### src/rtl/trap_ctrl_mc.sv
// rtl/trap_ctrl_mc.sv - multi-channel machine-mode trap controller with per-line level/edge irqs
// Optional debug ports and freeze behaviour enabled by TRAP_CTRL_DBG_EN.
module trap_ctrl_mc #(
  parameter int                 NUM_IRQ        = 4,
  parameter int                 SYNC_STAGES    = 2,
  parameter logic [NUM_IRQ-1:0] IRQ_EDGE_MASK  = '0,
  parameter int                 IRQ_CAUSE_BASE = 16,
  parameter int                 ADDR_WIDTH     = 32,
  parameter int                 DATA_WIDTH     = 32
) (
  input  logic                  cpu_clk,
  input  logic                  cpu_rstn,
  input  logic [NUM_IRQ-1:0]    irq_in,
  input  logic [NUM_IRQ-1:0]    irq_en,
  input  logic [NUM_IRQ-1:0]    irq_clr,
  input  logic                  timer_int,
  input  logic                  mtie,
  input  logic                  mstatus_mie,
  input  logic                  mret,
  input  logic                  pc_misaligned,
  input  logic                  load_x0,
  input  logic                  csr_illegal_access,
  input  logic                  instr_illegal,
  input  logic                  ecall,
  input  logic [ADDR_WIDTH-1:0] pc,
  input  logic [ADDR_WIDTH-1:0] fault_pc,
  input  logic [31:0]           illegal_instr,
  input  logic                  valid_mcsr_wr,
  input  logic                  mcsr_set,
  input  logic                  mcsr_clr,
  input  logic                  mepc_sel,
  input  logic                  mcause_sel,
  input  logic                  mtval_sel,
  input  logic [DATA_WIDTH-1:0] write_data,
  input  logic [1:0]            mtvec_mode,
  input  logic [ADDR_WIDTH-1:0] mtvec_base,
`ifdef TRAP_CTRL_DBG_EN
  input  logic                  dbg_mode,
  input  logic                  dbg_wr,
  input  logic [DATA_WIDTH-1:0] dbg_write_data,
`endif
  output logic [NUM_IRQ-1:0]    irq_pending,
  output logic                  mtip,
  output logic                  exception_met,
  output logic                  valid_interrupt,
  output logic                  trap,
  output logic                  in_trap,
  output logic [ADDR_WIDTH-1:0] vector_addr,
  output logic [ADDR_WIDTH-1:0] mepc,
  output logic [DATA_WIDTH-1:0] mcause,
  output logic [DATA_WIDTH-1:0] mtval
);

  typedef enum logic {S_IDLE, S_TRAP} state_t;

  state_t                  state_q, state_d;
  logic [SYNC_STAGES-1:0]  sync_q [NUM_IRQ];
  logic [NUM_IRQ-1:0]      irq_sync, irq_sync_d, line_valid, take_line;
  logic                    timer_valid, ecall_win;
  logic [DATA_WIDTH-1:0]   int_code, win_cause, mtval_hw;
  logic [ADDR_WIDTH-1:0]   mepc_hw;
  logic                    dbg_mode_i, dbg_wr_i;
  logic [DATA_WIDTH-1:0]   dbg_write_data_i;

`ifdef TRAP_CTRL_DBG_EN
  assign dbg_mode_i       = dbg_mode;
  assign dbg_wr_i         = dbg_wr;
  assign dbg_write_data_i = dbg_write_data;
`else
  assign dbg_mode_i       = 1'b0;
  assign dbg_wr_i         = 1'b0;
  assign dbg_write_data_i = '0;
`endif

  function automatic logic [DATA_WIDTH-1:0] csr_upd(input logic [DATA_WIDTH-1:0] cur,
                                                    input logic [DATA_WIDTH-1:0] wd,
                                                    input logic set, input logic clr);
    if (set)      return cur | wd;
    else if (clr) return cur & ~wd;
    else          return wd;
  endfunction

  always_comb begin
    for (int i = 0; i < NUM_IRQ; i++) irq_sync[i] = sync_q[i][SYNC_STAGES-1];
  end

  // Edge lines need the previous synced level; pending is the mip view.
  always_ff @(posedge cpu_clk or negedge cpu_rstn) begin
    if (!cpu_rstn) begin
      for (int i = 0; i < NUM_IRQ; i++) sync_q[i] <= '0;
      irq_sync_d  <= '0;
      irq_pending <= '0;
      mtip        <= 1'b0;
    end else begin
      for (int i = 0; i < NUM_IRQ; i++) begin
        sync_q[i] <= {sync_q[i][SYNC_STAGES-2:0], irq_in[i]};
        if (IRQ_EDGE_MASK[i]) begin
          if (irq_sync[i] && !irq_sync_d[i]) irq_pending[i] <= 1'b1;
          else if (irq_clr[i] || take_line[i]) irq_pending[i] <= 1'b0;
        end else begin
          irq_pending[i] <= irq_sync[i];
        end
      end
      irq_sync_d <= irq_sync;
      mtip       <= timer_int;
    end
  end

  always_comb begin
    exception_met   = pc_misaligned | load_x0 | csr_illegal_access | instr_illegal | ecall;
    line_valid      = irq_pending & irq_en & {NUM_IRQ{mstatus_mie & ~in_trap}};
    timer_valid     = mtip & mtie & mstatus_mie & ~in_trap;
    valid_interrupt = timer_valid | (|line_valid);
    trap            = ~dbg_mode_i & (exception_met | valid_interrupt);
    take_line       = '0;
    int_code        = '0;
    // Descending scan so the lowest-numbered valid line is the one left standing.
    for (int i = NUM_IRQ - 1; i >= 0; i--) begin
      if (line_valid[i]) begin
        int_code     = DATA_WIDTH'(IRQ_CAUSE_BASE + i);
        take_line    = '0;
        take_line[i] = 1'b1;
      end
    end
    if (timer_valid) begin
      int_code  = DATA_WIDTH'(7);
      take_line = '0;
    end
    if (exception_met || !trap) take_line = '0;

    ecall_win = 1'b0;
    mtval_hw  = '0;
    if (pc_misaligned) begin
      win_cause = DATA_WIDTH'(0);
      mtval_hw  = DATA_WIDTH'(fault_pc);
    end else if (load_x0) begin
      win_cause = DATA_WIDTH'(5);
    end else if (csr_illegal_access || instr_illegal) begin
      win_cause = DATA_WIDTH'(2);
      mtval_hw  = DATA_WIDTH'(illegal_instr);
    end else if (ecall) begin
      win_cause = DATA_WIDTH'(11);
      ecall_win = 1'b1;
    end else begin
      win_cause = {1'b1, int_code[DATA_WIDTH-2:0]};
    end
    mepc_hw = ecall_win ? pc - ADDR_WIDTH'(4) : pc;

    if (mtvec_mode == 2'b01 && !exception_met && valid_interrupt)
      vector_addr = mtvec_base + (ADDR_WIDTH'(int_code) << 2);
    else
      vector_addr = mtvec_base;
  end

  always_comb begin
    state_d = state_q;
    if (!dbg_mode_i) begin
      if (trap)                          state_d = S_TRAP;
      else if (mret && state_q == S_TRAP) state_d = S_IDLE;
    end
  end

  always_ff @(posedge cpu_clk or negedge cpu_rstn) begin
    if (!cpu_rstn) state_q <= S_IDLE;
    else           state_q <= state_d;
  end

  assign in_trap = (state_q == S_TRAP);

  // Debug write, then software write, then hardware capture, per register.
  always_ff @(posedge cpu_clk or negedge cpu_rstn) begin
    if (!cpu_rstn) begin
      mepc   <= '0;
      mcause <= '1;
      mtval  <= '0;
    end else begin
      if (dbg_wr_i && mepc_sel)
        mepc <= ADDR_WIDTH'(dbg_write_data_i);
      else if (valid_mcsr_wr && mepc_sel)
        mepc <= ADDR_WIDTH'(csr_upd(DATA_WIDTH'(mepc), write_data, mcsr_set, mcsr_clr));
      else if (trap)
        mepc <= mepc_hw;

      if (dbg_wr_i && mcause_sel)
        mcause <= dbg_write_data_i;
      else if (valid_mcsr_wr && mcause_sel)
        mcause <= csr_upd(mcause, write_data, mcsr_set, mcsr_clr);
      else if (trap)
        mcause <= win_cause;

      if (dbg_wr_i && mtval_sel)
        mtval <= dbg_write_data_i;
      else if (valid_mcsr_wr && mtval_sel)
        mtval <= csr_upd(mtval, write_data, mcsr_set, mcsr_clr);
      else if (trap && exception_met)
        mtval <= mtval_hw;
    end
  end

endmodule

### config.mk
export PLATFORM = sky130hd
export DESIGN_NAME = trap_ctrl_mc
export DESIGN_NICKNAME = d
export VERILOG_FILES = /design/src/rtl/trap_ctrl_mc.sv
export SDC_FILE = /design/constraint.sdc
export NUM_CORES = 1
export LEC_CHECK = 0
export BUFFER_PORTS_ARGS = -buffer_cell sky130_fd_sc_hd__buf_2
export CORE_ASPECT_RATIO = 1.2
export CORE_MARGIN = 4
export CORE_UTILIZATION = 36
export CTS_BUF_LIST = sky130_fd_sc_hd__clkbuf_8 sky130_fd_sc_hd__clkbuf_16
export CTS_CLUSTER_DIAMETER = 30
export CTS_CLUSTER_SIZE = 24
export DETAILED_ROUTE_END_ITERATION = 7
export GPL_TIMING_DRIVEN = 0
export HOLD_SLACK_MARGIN = 0.08
export PLACE_DENSITY = 0.62
export SYNTH_ARGS = -nofsm -noshare
export SYNTH_HDL_FRONTEND = slang
export SYNTH_SLANG_ARGS = --single-unit
### constraint.sdc
create_clock -name cpu_clk -period 3.3 [get_ports cpu_clk]
set_input_delay 0.495 -clock cpu_clk [delete_from_list [all_inputs] [get_ports cpu_clk]]
set_output_delay 0.495 -clock cpu_clk [all_outputs]
set_load 0.01 [all_outputs]
==> After elaboration in Yosys (flattened, before gate mapping) <==
Cells that the tools add are included.
{ "word_totals": {"wordCells": 79, "register_bits": 110, "inputBits": 191, "out_inout_bits": 137} }
{ "classes": {"n_reduce_logical": 14, "muxes": 32, "n_bitwise": 20, "add_sub_neg": 2, "eq_ne": 1} }
{ "ops": {"columns": ["cell", "count"], "rows": [
  ["$mux W32", 21],
  ["$mux W31", 4],
  ["$and A32 B32 Y32", 3],
  ["$or A32 B32 Y32", 3],
  ["$add A32 B32 Y32", 1],
  ["$not A32 Y32", 1],
  ["$sub A32 B3 Y32 const B", 1],
  ["$and A4 B4 Y4", 2],
  ["$reduce_bool A2 Y1", 4],
  ["$logic_and A1 B1 Y1", 7],
  ["$mux W1", 6],
  ["$or A1 B1 Y1", 6],
  ["$mux W5", 1],
  ["$and A1 B1 Y1", 4],
  ["$reduce_or A4 Y1", 1],
  ["$eq A2 B1 Y1 const B", 1],
  ["$logic_not A1 Y1", 1],
  ["$logic_or A1 B1 Y1", 1],
  ["$not A1 Y1", 1]
]} }

==> Depth between registers and ports, before layout <==
Gate-level depths: netlist of the first run.
{ "depth": {"word_depth": 14, "ltp_mapped": 12, "ltp_nobuf": 11} }

==> Worst setup path before layout of the first run <==
No wires, ideal clock.
{ "synth_path": {"path_type": "reg2out", "startpoint": "register state_q, in the netlist in_trap", "endpoint": "output port vector_addr[14]", "t_arrival_ns": 2.598, "required_time_ns": 2.805, "stages_incl_launch_ff": 13, "n_path_buf": 1, "path_slack_ns": 0.207, "cell_sequence": "dfrtp_1 > nand2b_1 > a31o_2 > nor2_1 > ha_1 > inv_1 > fa_1 > nor2b_1 > o211a_1 > o211ai_2 > buf_6 > nor3_1 > xor2_1"} }
{ "synth_via": {"elab_chain_len": 10, "elab_cells_between_ends": 14, "classes_between": "add/sub: 1; mux: 6; bitwise: 5; reduce/logical: 2"} }
{ "synth_lines": {"columns": ["element", "line_no", "text"], "rows": [
  ["start, declared", "56", "state_t state_q, state_d;"],
  ["start signal, assigned", "165", "else state_q <= state_d;"],
  ["$not A1 Y1 (*)", "111, 112", null],
  ["$and A1 B1 Y1", "111", "line_valid = irq_pending & irq_en & {NUM_IRQ{mstatus_mie & ~in_trap}};"],
  ["$and A4 B4 Y4", "111", null],
  ["$mux W5", "119", "if (line_valid[i]) begin"],
  ["$mux W31 (3 in a row)", "119", null],
  ["$mux W31", "125", "if (timer_valid) begin"],
  ["$add A32 B32 Y32", "150", "vector_addr = mtvec_base + (ADDR_WIDTH'(int_code) << 2);"],
  ["$mux W32 (*)", "149", "if (mtvec_mode == 2'b01 && !exception_met && valid_interrupt)"],
  ["end, declared", "48", "output logic [ADDR_WIDTH-1:0] vector_addr,"]
]} }
Every way passes the cells marked *; elsewhere a longest branch is shown, timed or not.

==> Final worst setup path of the first run <==
{ "layout_path": {"startpoint": "register mtip", "endpoint": "output port vector_addr[16]"} }
{ "layout_via": {"elab_chain_len": 6, "elab_cells_between_ends": 8, "classes_between": "add/sub: 1; mux: 2; bitwise: 4; reduce/logical: 1"} }
{ "layout_lines": {"columns": ["element", "line_no", "text"], "rows": [
  ["start, declared", "43", "output logic mtip,"],
  ["start signal, assigned", "105", "mtip <= timer_int;"],
  ["$and A1 B1 Y1 (*) (3 in a row)", "112", "timer_valid = mtip & mtie & mstatus_mie & ~in_trap;"],
  ["$mux W31 or $or A1 B1 Y1 (tied branches)", "125, 113", null],
  ["$add A32 B32 Y32 or $logic_and A1 B1 Y1 (tied branches)", "150, 149", null],
  ["$mux W32 (*)", "149", null]
]} }
Marks and branches as above.

==> reports/qor.csv, run 1 <==
stage,metric,value,unit
status,status,finished with violations,
status,violations,setup timing,
setup_path,r2r_setup_slack,900,ps
routing,wirelength,31.39,mm
final_layout,drive_above_1_share,0.3736,
pwr,power.density,372.2,nW/um2
timing,finalHoldViolCount,0,
placement,place_inst,1408,
placement,place.gp.congestion,0.8751,
floorplan,io_pins,328,
final_layout,layout_common_cells,"327 x buf_2, 95 x nor2_1, 94 x o21ai_0",
timing,rsz0062_at_grt,true,
cts,cts_hold_buffers,0,
final_layout,nNetsFinal,1375,
synth,synth_async_sr_flop_share,1.000,
timing,fin_skew,15.46,ps
global_routing,grt_max_degree,63,
floorplan,start_util,0.3649,
hold_path,hp-class,input port to asynchronous set/reset pin,
timing,setup_tns,-1967,ps
cts,clkSinkCount,110,
global_routing,overflow,0,
timing,finalCritPeriodShare,1.064,
routing,drcViolationCount,0,
floorplan,die_h,161.9,um
cts,h-tree-depth,3,
setup_path,rr_endpoint,mcause[3],
global_routing,grt_pass1_vias,7855,
routing,ant_nets,0,
cts,cts_tree,built,
timing,final_max_slew_viol_count,0,
setup_path,path_max_fanout,5,
setup_path,cp.arrival,3020,ps
timing,fin_crit,3513,ps
final_layout,fillers,1962,
synth,avgSynthCellArea,8.605,um2
pwr,leakagePower,0.004516,uW
placement,port_buffers,320,
cts,clk_path_buf_depth,2,
synth,synth_warnings,0,
floorplan,die_w,136.3,um
cts,clk_pin_slew,90,ps
setup_path,cp.required,2800,ps
floorplan,dieArea,22070,um2
cts,cts-root-buf,clkbuf_16,
global_routing,grt_pass1_wl,46.27,mm
setup_path,cp-end-kind,primary output,
timing,worst_slack,-212.5,ps
timing,setup_violations,23,
setup_path,startpoint_type,register,
job,drv_cap,0,
routing,routedWlPerCell,21.65,um
synth,syn_area,7108,um2
routing,via_count,8072,
final_layout,layout_commonest_cell,buf_2,
setup_path,path_class,register to primary output,
cts,insertion_delay,360,ps
timing,slew_headroom,0.4207,
synth,syn_inst,826,
synth,synthFlopType,dfrtp_1,
synth,ys_ff_latch,110,
setup_path,r2r_cells,8,
synth,synthDistinctLibCells,60,
synth,synthesis.nets,1023,
floorplan,row_count,56,
timing,worst_pin_slew,869.0,ps
global_routing,antenna_found_initial,9,
routing,drt_iter0_markers,541,
pwr,ir_drop,0.3962,mV
routing,avgViaCountPerCell,5.567,
floorplan,core_area,19480,um2
final_layout,syn_to_final_growth,37.25,%
timing,clock.fmax,0.2847,GHz
placement,hpwlAfterDp,24.08,mm
final_layout,fin_cells,1450,
global_routing,track_usage,0.2739,
synth,synth_edf_count,0,
setup_path,timing.rr.start,in_trap,
cts,cts_buffers,9,
final_layout,fin_util,0.5008,
routing,drtPass1Iterations,8,
synth,seq_area_frac_synth,0.3929,
==> worst max-delay path by stage <==
stage,startpoint,end,slack (ps)
after floorplan,in_trap,vector_addr[14],210
after global placement,mstatus_mie,vector_addr[26],-300
after detailed placement,mstatus_mie,vector_addr[26],-300
after CTS,in_trap,vector_addr[26],-230
after global routing,mtip,vector_addr[16],-300
final,mtip,vector_addr[16],-210
==> state kept, by name, summed over array words and instances, names as in the netlist <==
name,cells
mtval,32
mcause,32
mtip,1
irq_sync,4
sync_q,4
in_trap,1
mepc,32
irq_pending,4
==> logic make-up (layout without fill, tap and decap cells) <==
logic type                 after synthesis  in the layout  share of synthesized area
AOI/OAI and AO/OA                      281            281                     0.2598
and+or+nand+nor                        234            234                     0.1648
DFF                                    110            110                     0.3929
buffers and inverters                  105            462                    0.05950
xor gates and xnor gates                88             88                     0.1084
adders and majority gates                6              6                    0.01162
muxes                                    2              2                   0.002992
other                                    0              6                          0
==> cells in the mapped netlist (6+ instances only) <==
library cell,count,share of area
nor2_1,98,0.052
o21ai_0,94,0.066
dfrtp_1,78,0.27
a21oi_1,66,0.046
xor2_1,57,0.070
inv_1,52,0.027
clkbuf_1,38,0.020
a222oi_1,33,0.046
a22oi_1,33,0.035
dfstp_2,32,0.12
xnor2_1,31,0.038
nand2_1,29,0.015
nor3_1,29,0.020
a22o_1,19,0.023
nand3_1,19,0.013
nor4_1,15,0.013
a211oi_1,8,0.0084
buf_2,8,0.0056
nand4_1,6,0.0053
==> what timing repair did <==
| action | 4_1_cts | 5_1_grt |
|---|---|---|
| setup buffers | 7 | 11 |
| resized for setup | 18 | 26 |
| cloned | 1 | 1 |
| setup endpoints to repair | 26 | 25 |
| pin swaps | 12 | 17 |
==> layer usage <==
metal  GRT usage  vias to the layer above  part of all wire
li1            -                     3751                 -
met1      0.3310                     3887              0.38
met2      0.4770                      371              0.51
met3     0.06382                       57             0.086
met4     0.09258                        6             0.025
met5           0                        -            0.0013
==> critical path: stages, from the launching register on <==
cell and delay [ps]:
dfrtp_1 410, a22o_1 280, a31oi_4 230, nor2_4 70, ha_4 160, inv_2 50, fa_2 210, nor2b_2 50
o211a_1 230, o211ai_4 250, buf_6 170, buf_4 120, nor3_4 30, xnor2_1 210, buf_2 170
==> final cells by class <==
| type | instances | area (um2) | share of cell area |
|---|---|---|---|
| Antenna cell | 6 | 15.01 | 0.001539 |
| Buffer | 53 | 234.0 | 0.02398 |
| Clock buffer | 9 | 225.2 | 0.02309 |
| Clock inverter | 7 | 88.84 | 0.009106 |
| Inverter | 52 | 197.7 | 0.02026 |
| Multi-Input combinational cell | 611 | 4091 | 0.4194 |
| Sequential cell | 110 | 2794 | 0.2864 |
| Tap cell | 261 | 326.6 | 0.03347 |
| Timing Repair Buffer | 341 | 1783 | 0.1828 |
==> power breakdown <==
group	internal, uW	total (uW)	leakage [uW]	switching (uW)
logic	362	920	0.00312	558
registers	1480	1550	0.00124	69.6
clock network	549	1160	0.000152	615
==> stage by stage <==
stage	hold WS (ps)	total power, uW	instance area, um2	setup WS (ps)
after floorplan	199.4	1990	7108	207.2
after global placement	336.7	2454	9036	-298.8
after detailed placement	334.7	2470	9070	-305.0
after CTS	81.14	3636	9515	-225.2
after global routing	99.73	3791	9756	-303.5
final	66.81	3631	9756	-212.5
Note: power is estimated with default switching activity, not from simulation.
==> run 2, diff against run 1 <==
Settings changed: ABC_AREA set to 1, PLACE_DENSITY 0.62 to 0.6.
==> run 2 against run 1 <==
Effect of this change:
- the flow still finishes with violations (setup timing)
- largest cell class unchanged
- register-to-register slack better by 620 ps
- sequential cell count is the same
- combinational power down 0.7%
- setup slack gained 190 ps
- clock power fell by 6%
- critical path depth is 2 higher
- critical endpoint is now vector_addr[30]
- design area increased by 13%
- die area grew 17%
- clock skew is 3.6 ps lower
==> reports/qor.csv, run 2 <==
stage,metric,value,unit,change
routing,drt_iter0_markers,640,,+18%
routing,avgViaCountPerCell,5.169,,-7.2%
timing,fin_crit,3321,ps,-191.3 ps
cts,h-tree-depth,3,,unchanged
final_layout,regArea,2793,um2,about the same
global_routing,track_usage,0.2772,,+0.003343
cts,insertion_delay,370,ps,about the same
timing,finalHoldViolCount,0,,unchanged
global_routing,grt_max_degree,84,,+33%
synth,synth_async_sr_flop_share,1.000,,unchanged
synth,synthDistinctLibCells,38,,-37%
floorplan,dieArea,25850,um2,+17%
synth,seq_area_frac_synth,0.3324,,-0.06045
timing,rsz0062_at_grt,true,,
setup_path,slowest_stage,dfrtp_1,,
synth,syn_inst,1274,,+54%
global_routing,grt_use_met1,0.3237,,-0.007320
cts,clkSinkCount,110,,unchanged
floorplan,die_h,175.3,um,+8.3%
placement,port_buffers,319,,-0.31%
timing,clock.fmax,0.3011,GHz,+5.8%
setup_path,cp.arrival,2830,ps,-190 ps
floorplan,die_w,147.4,um,+8.2%
synth,synth_top_area_frac,0.2324,,-0.04225
final_layout,fin_cells,1937,,+34%
synth,syn_area,8401,um2,+18%
global_routing,top_usage_layer,met2,,
cts,clk_path_buf_depth,2,,unchanged
global_routing,overflow,0,,unchanged
final_layout,layout_common_cells,"347 x nand2_1, 330 x buf_2, 160 x nor2_1",,
routing,wirelength,37.03,mm,+18%
setup_path,cp_cell_sequence,"nor2_4, nand2_1, o21ai_1, nand2_1, nand2_2, ha_4, inv_2, fa_2, o21ai_4, nand3_2, nand2_2, nand3_2, xnor2_1, nand2_1, nand2_1, buf_2",,
final_layout,syn_to_final_growth,30.65,%,
floorplan,row_count,60,,+7.1%
final_layout,nNetsFinal,1813,,+32%
routing,via_count,10010,,+24%
pwr,leakagePower,0.005477,uW,+21%
timing,slew_headroom,0.5816,,+0.1610
final_layout,multiInputGateArea,5007,um2,+22%
global_routing,grt_pass1_vias,9741,,+24%
setup_path,startpoint_type,register,,
setup_path,path_max_fanout,4,,-1
global_routing,antenna_found_initial,10,,+1
setup_path,cp.required,2800,ps,about the same
cts,clk_pin_slew,80,ps,about the same
setup_path,cp-end-kind,primary output,,
synth,synth.area.top_cells,"dfrtp_1 23%, nand2_1 16%, dfstp_2 10%, nor2_1 7.4%, nand3_1 6.6%",,
global_routing,grt_pass1_wl,55.34,mm,+20%
synth,ys_top_cells_by_count,"355 x nand2_1, 165 x nor2_1, 122 x inv_1",,
final_layout,drive_above_1_share,0.2924,,-0.08121
synth,synth_warnings,0,,unchanged
placement,place_ws,-482.4,ps,-177.4 ps
floorplan,io_pins,328,,unchanged
setup_path,cpMostUsedCell,nand2_1,,
final_layout,layout_commonest_cell,nand2_1,,
final_layout,stdcell_area,10980,um2,+13%
placement,postPlaceCellArea,10420,um2,+15%
hold_path,hp-class,input port to register,,
timing,worst_slack,-21.20,ps,+191.3 ps
placement,hpwlAfterDp,31.04,mm,+29%
routing,ant_nets,0,,unchanged
timing,final_max_slew_viol_count,0,,unchanged
pwr,ir_drop,0.2346,mV,-41%
synth,synth_edf_count,0,,unchanged
global_routing,use_met3,0.05368,,-0.01014
timing,fin_skew,11.89,ps,-3.570 ps
routing,drcViolationCount,0,,unchanged
setup_path,path_class,register to primary output,,
cts,cts_buffers,9,,unchanged
cts,cts-root-buf,clkbuf_16,,
pwr,power.density,325.1,nW/um2,-13%
routing,routedWlPerCell,19.12,um,-12%
synth,synth.most_common_cell,nand2_1,,
placement,place_inst,1904,,+35%
synth,ys_ff_latch,110,,unchanged
synth,avgSynthCellArea,6.594,um2,-23%
status,status,finished with violations,,
synth,synthesis.nets,1471,,+44%
floorplan,core_area,22670,um2,+16%
routing,drtPass1Iterations,5,,-3
timing,setup_violations,2,,-91%
job,drv_cap,0,,unchanged
timing,hold_ws,228.6,ps,+161.8 ps
global_routing,grt_util_met2,0.4910,,+0.01395
cts,cts_tree,built,,
floorplan,start_util,0.3705,,+0.005615
timing,finalCritPeriodShare,1.006,,-0.05798
placement,place.gp.congestion,0.9706,,+11%
synth,yosys.area.top_type,dfrtp_1,,
final_layout,fillers,2468,,+26%
status,violations,setup timing,,
final_layout,reg_top3,"mcause (32), mepc (32), mtval (32)",,
synth,synthFlopType,dfrtp_1,,
timing,worst_pin_slew,621.0,ps,-248.0 ps
setup_path,cpPeakStageDelay,420,ps,about the same
timing,setup_tns,-42.12,ps,+1924 ps
-- run 2: cell types whose count changed in the layout (fill, tap and decap cells not counted), moves of 29 or more --
| cell | previous run | this run |
|---|---|---|
| a222oi_1 | 33 | 0 |
| a22oi_1 | 31 | 2 |
| inv_1 | 50 | 119 |
| nand2_1 | 28 | 347 |
| nand3_1 | 18 | 108 |
| nor2_1 | 95 | 160 |
| o211ai_1 | 0 | 65 |
| xor2_1 | 56 | 11 |
-- run 2: cell families (layout without fill, tap and decap cells) --
family          Yosys count  in the layout  synth area share
compound gates          246            246            0.1795
fa+ha+maj                 6              6          0.009830
buf+inv                 180            527           0.09160
flops                   110            110            0.3324
other cells               0              6                 0
xor+xnor                 15             15           0.01564
simple gates            717            717            0.3710
-- run 2: path summary, 6_finish.rpt --
check	start	endpoint	cells past startpoint	slack, ps
setup / recovery	in_trap	vector_addr[30]	16	-20
hold / removal	timer_int	mtip	1	230
setup reg to reg	irq_pending[0]	mepc[19]	11	1520
hold reg to reg	irq_sync[2]	irq_pending[2]	0	350
max in group asynchronous	cpu_rstn	mcause[20]	3	1990
min in group asynchronous	cpu_rstn	mepc[11]	2	570
-- run 2: routing by layer --
layer,share of wire,vias up,wire length (um)
met5,0.0011,-,42
met4,0.045,8,1661
met3,0.073,84,2689
met2,0.50,425,18410
met1,0.38,4563,14230
li1,-,4932,-
-- run 2: power breakdown --
group          switching, uW  internal, uW
combinational            578           337
clock                    561           525
sequential              98.6          1470
-- run 2: layout make-up --
type,count,area share
Multi-Input combinational cell,984,0.4562
Sequential cell,110,0.2544
Timing Repair Buffer,331,0.1570
Inverter,126,0.04309
Tap cell,310,0.03534
Buffer,54,0.02702
Clock buffer,9,0.02052
Clock inverter,7,0.005016
Antenna cell,6,0.001368
-- run 2: through the flow --
step	power (uW)	util
after floorplan	1990	-
after global placement	2483	0.4581
after detailed placement	2493	0.4595
after CTS	3582	0.4794
after global routing	3736	0.4841
final	3569	0.4841
-- run 2: worst max-delay path: cells and delay by family, from the launching register on --
family	cells	cell delay (ps)
compound gates	2	370
xor+xnor	1	140
fa+ha+maj	2	530
buf+inv	2	170
flops	1	420
simple gates	9	850
-- run 2: timing repair --
item	4_1_cts	5_1_grt
endpoints found under the setup margin	26	24
gates resized for setup	30	22
pin swaps	10	11
hold buffers	1	0
hold endpoints to repair	24	0
setup buffers	7	3
==> run 3, diff against run 2 <==
Settings changed: TNS_END_PERCENT set to 20.
==> run 3 against run 2 <==
Effect of this change:
- the run still ends with setup timing left
- die area is the same
- combinational power is essentially flat
- count of clock-buffer cells in the layout did not move
- cell count stayed put
- fmax down 0.31%
- hold slack hardly changed
- design area is 0.10% lower
- first-iteration DRC count fell by 4.1%
- core utilization barely moved
- setup slack worse by 10 ps
- critical path type unchanged
- largest power group unchanged
==> reports/qor.csv, run 3 (synthesis gave the netlist of run 2 again) <==
stage,metric,value,unit,change
cts,clkSinkCount,110,,unchanged
final_layout,fin_cells,1937,,unchanged
cts,h-tree-depth,3,,unchanged
global_routing,top_usage_layer,met2,,
global_routing,antenna_found_initial,10,,unchanged
setup_path,cp.arrival,2840,ps,about the same
final_layout,syn_to_final_growth,30.52,%,
timing,clock.fmax,0.3002,GHz,-0.31%
routing,wirelength,36.90,mm,-0.34%
routing,drt_iter0_markers,614,,-4.1%
floorplan,row_count,60,,unchanged
pwr,leakagePower,0.005470,uW,-0.14%
pwr,ir_drop,0.2335,mV,-0.45%
routing,via_count,10040,,+0.26%
global_routing,overflow,0,,unchanged
placement,port_buffers,319,,unchanged
timing,finalCritPeriodShare,1.010,,+0.003174
cts,clk_path_buf_depth,2,,unchanged
cts,cts-root-buf,clkbuf_16,,
timing,final_max_slew_viol_count,0,,unchanged
floorplan,die_h,175.3,um,unchanged
routing,ant_nets,0,,unchanged
cts,insertion_delay,360,ps,about the same
timing,worst_pin_slew,637.1,ps,+16.11 ps
final_layout,fin_util,0.4836,,-0.0004970
global_routing,grt_pass1_vias,9740,,-0.010%
timing,setup_violations,2,,unchanged
job,drv_cap,0,,unchanged
setup_path,startpoint_type,register,,
final_layout,fillers,2470,,+0.081%
final_layout,layout_common_cells,"348 x nand2_1, 330 x buf_2, 160 x nor2_1",,
cts,cts_tree,built,,
routing,avgViaCountPerCell,5.182,,+0.26%
floorplan,dieArea,25850,um2,unchanged
placement,place_inst,1904,,unchanged
cts,clk_pin_slew,90,ps,about the same
routing,drtPass1Iterations,7,,+2
timing,fin_crit,3332,ps,+10.47 ps
floorplan,start_util,0.3705,,unchanged
setup_path,cp-end-kind,primary output,,
final_layout,nNetsFinal,1812,,-0.055%
placement,place.gp.congestion,0.9706,,unchanged
floorplan,die_w,147.4,um,unchanged
global_routing,grt_max_degree,84,,unchanged
global_routing,grt_pass1_wl,55.34,mm,about the same
routing,routedWlPerCell,19.05,um,-0.34%
status,status,finished with violations,,
final_layout,layout_commonest_cell,nand2_1,,
global_routing,track_usage,0.2773,,about the same
cts,cts_buffers,9,,unchanged
timing,fin_skew,12.42,ps,+0.5309 ps
floorplan,core_area,22670,um2,unchanged
placement,hpwlAfterDp,31.04,mm,unchanged
global_routing,grt_use_met1,0.3237,,unchanged
routing,drcViolationCount,0,,unchanged
timing,rsz0062_at_grt,true,,
hold_path,hp-class,input port to register,,
timing,slew_headroom,0.5708,,-0.01085
placement,place_ws,-482.4,ps,unchanged
setup_path,cp.required,2800,ps,about the same
pwr,power.density,324.8,nW/um2,about the same
final_layout,drive_above_1_share,0.2907,,-0.001671
final_layout,reg_top3,"mcause (32), mepc (32), mtval (32)",,
timing,worst_slack,-31.67,ps,-10.47 ps
global_routing,use_met3,0.05368,,unchanged
floorplan,io_pins,328,,unchanged
status,violations,setup timing,,
global_routing,grt_util_met2,0.4912,,about the same
setup_path,path_max_fanout,4,,unchanged
setup_path,path_class,register to primary output,,
timing,finalHoldViolCount,0,,unchanged
-- run 3: cell types whose count changed in the layout (fill, tap and decap cells not counted) --
cell / before / now
buf_4: 15 / 14
nand2_1: 347 / 348
diode_2: 6 / 7
o21ai_1: 4 / 5
nand2_2: 9 / 8
o21ai_2: 3 / 2
-- run 3: repair_timing --
action / in CTS / in global routing
setup buffers: 7 / 2
setup endpoints to repair: 26 / 25
gates resized for setup: 27 / 23
hold buffers: 1 / 0
pin swaps: 10 / 10
endpoints found under the hold margin: 24 / 0
cloned: 0 / 0
-- run 3: routing by layer --
layer | up-vias | routed length [um]
li1 | 4939 | -
met1 | 4560 | 14200
met2 | 443 | 18310
met3 | 88 | 2689
met4 | 8 | 1657
met5 | - | 42
-- run 3: area by class of cell --
cell class | count | area (um2) | area share
antenna | 7 | 17.52 | 0.001598
buffer | 54 | 296.5 | 0.02705
clock buffer | 9 | 225.2 | 0.02054
clock inverter | 7 | 55.05 | 0.005021
inverter | 126 | 473.0 | 0.04314
multi-input combinational | 984 | 5001 | 0.4561
sequential | 110 | 2793 | 0.2547
tap | 310 | 387.9 | 0.03538
timing repair buffer | 330 | 1715 | 0.1565
-- run 3: worst paths after layout --
check / start / end / slack [ps] / depth (start not counted)
worst max register to register: irq_pending[0] / mepc[19] / 1510 / 11
min in group asynchronous: cpu_rstn / mepc[11] / 560 / 2
worst min register to register: irq_sync[2] / irq_pending[2] / 350 / 0
worst max-delay path: in_trap / vector_addr[22] / -30 / 16
max in group asynchronous: cpu_rstn / mcause[20] / 1990 / 3
worst min-delay path: timer_int / mtip / 230 / 1
-- run 3: metrics by stage --
stage | total power (uW) | hold WS, ps | setup TNS (ps) | instance area, um2
global route | 3735 | 220.0 | -2643 | 10960
CTS | 3582 | 219.2 | -50.22 | 10860
detailed placement | 2493 | 336.4 | -5665 | 10420
finish | 3561 | 228.9 | -50.33 | 10960
global placement | 2483 | 333.2 | -5124 | 10390
floorplan | 1990 | 199.4 | 0 | 8401
-- run 3: worst max-delay path, cell delays in order (launching register included) --
cell,delay [ps]
dfrtp_1,420
nor2_4,180
nand2_1,70
o21ai_1,110
nand2_1,80
nand2_2,90
ha_4,150
inv_2,40
fa_2,370
o21ai_4,260
nand4_1,230
nand2_1,110
nand2_1,50
nand2_1,50
nand2_1,40
o21ai_1,70
buf_2,150
-- run 3: power by group --
part	leakage (uW)	internal [uW]	total, uW	switching [uW]
Combinational	0.00406	336	913	577
Sequential	0.00127	1470	1570	97.8
Clock	0.000139	525	1080	556
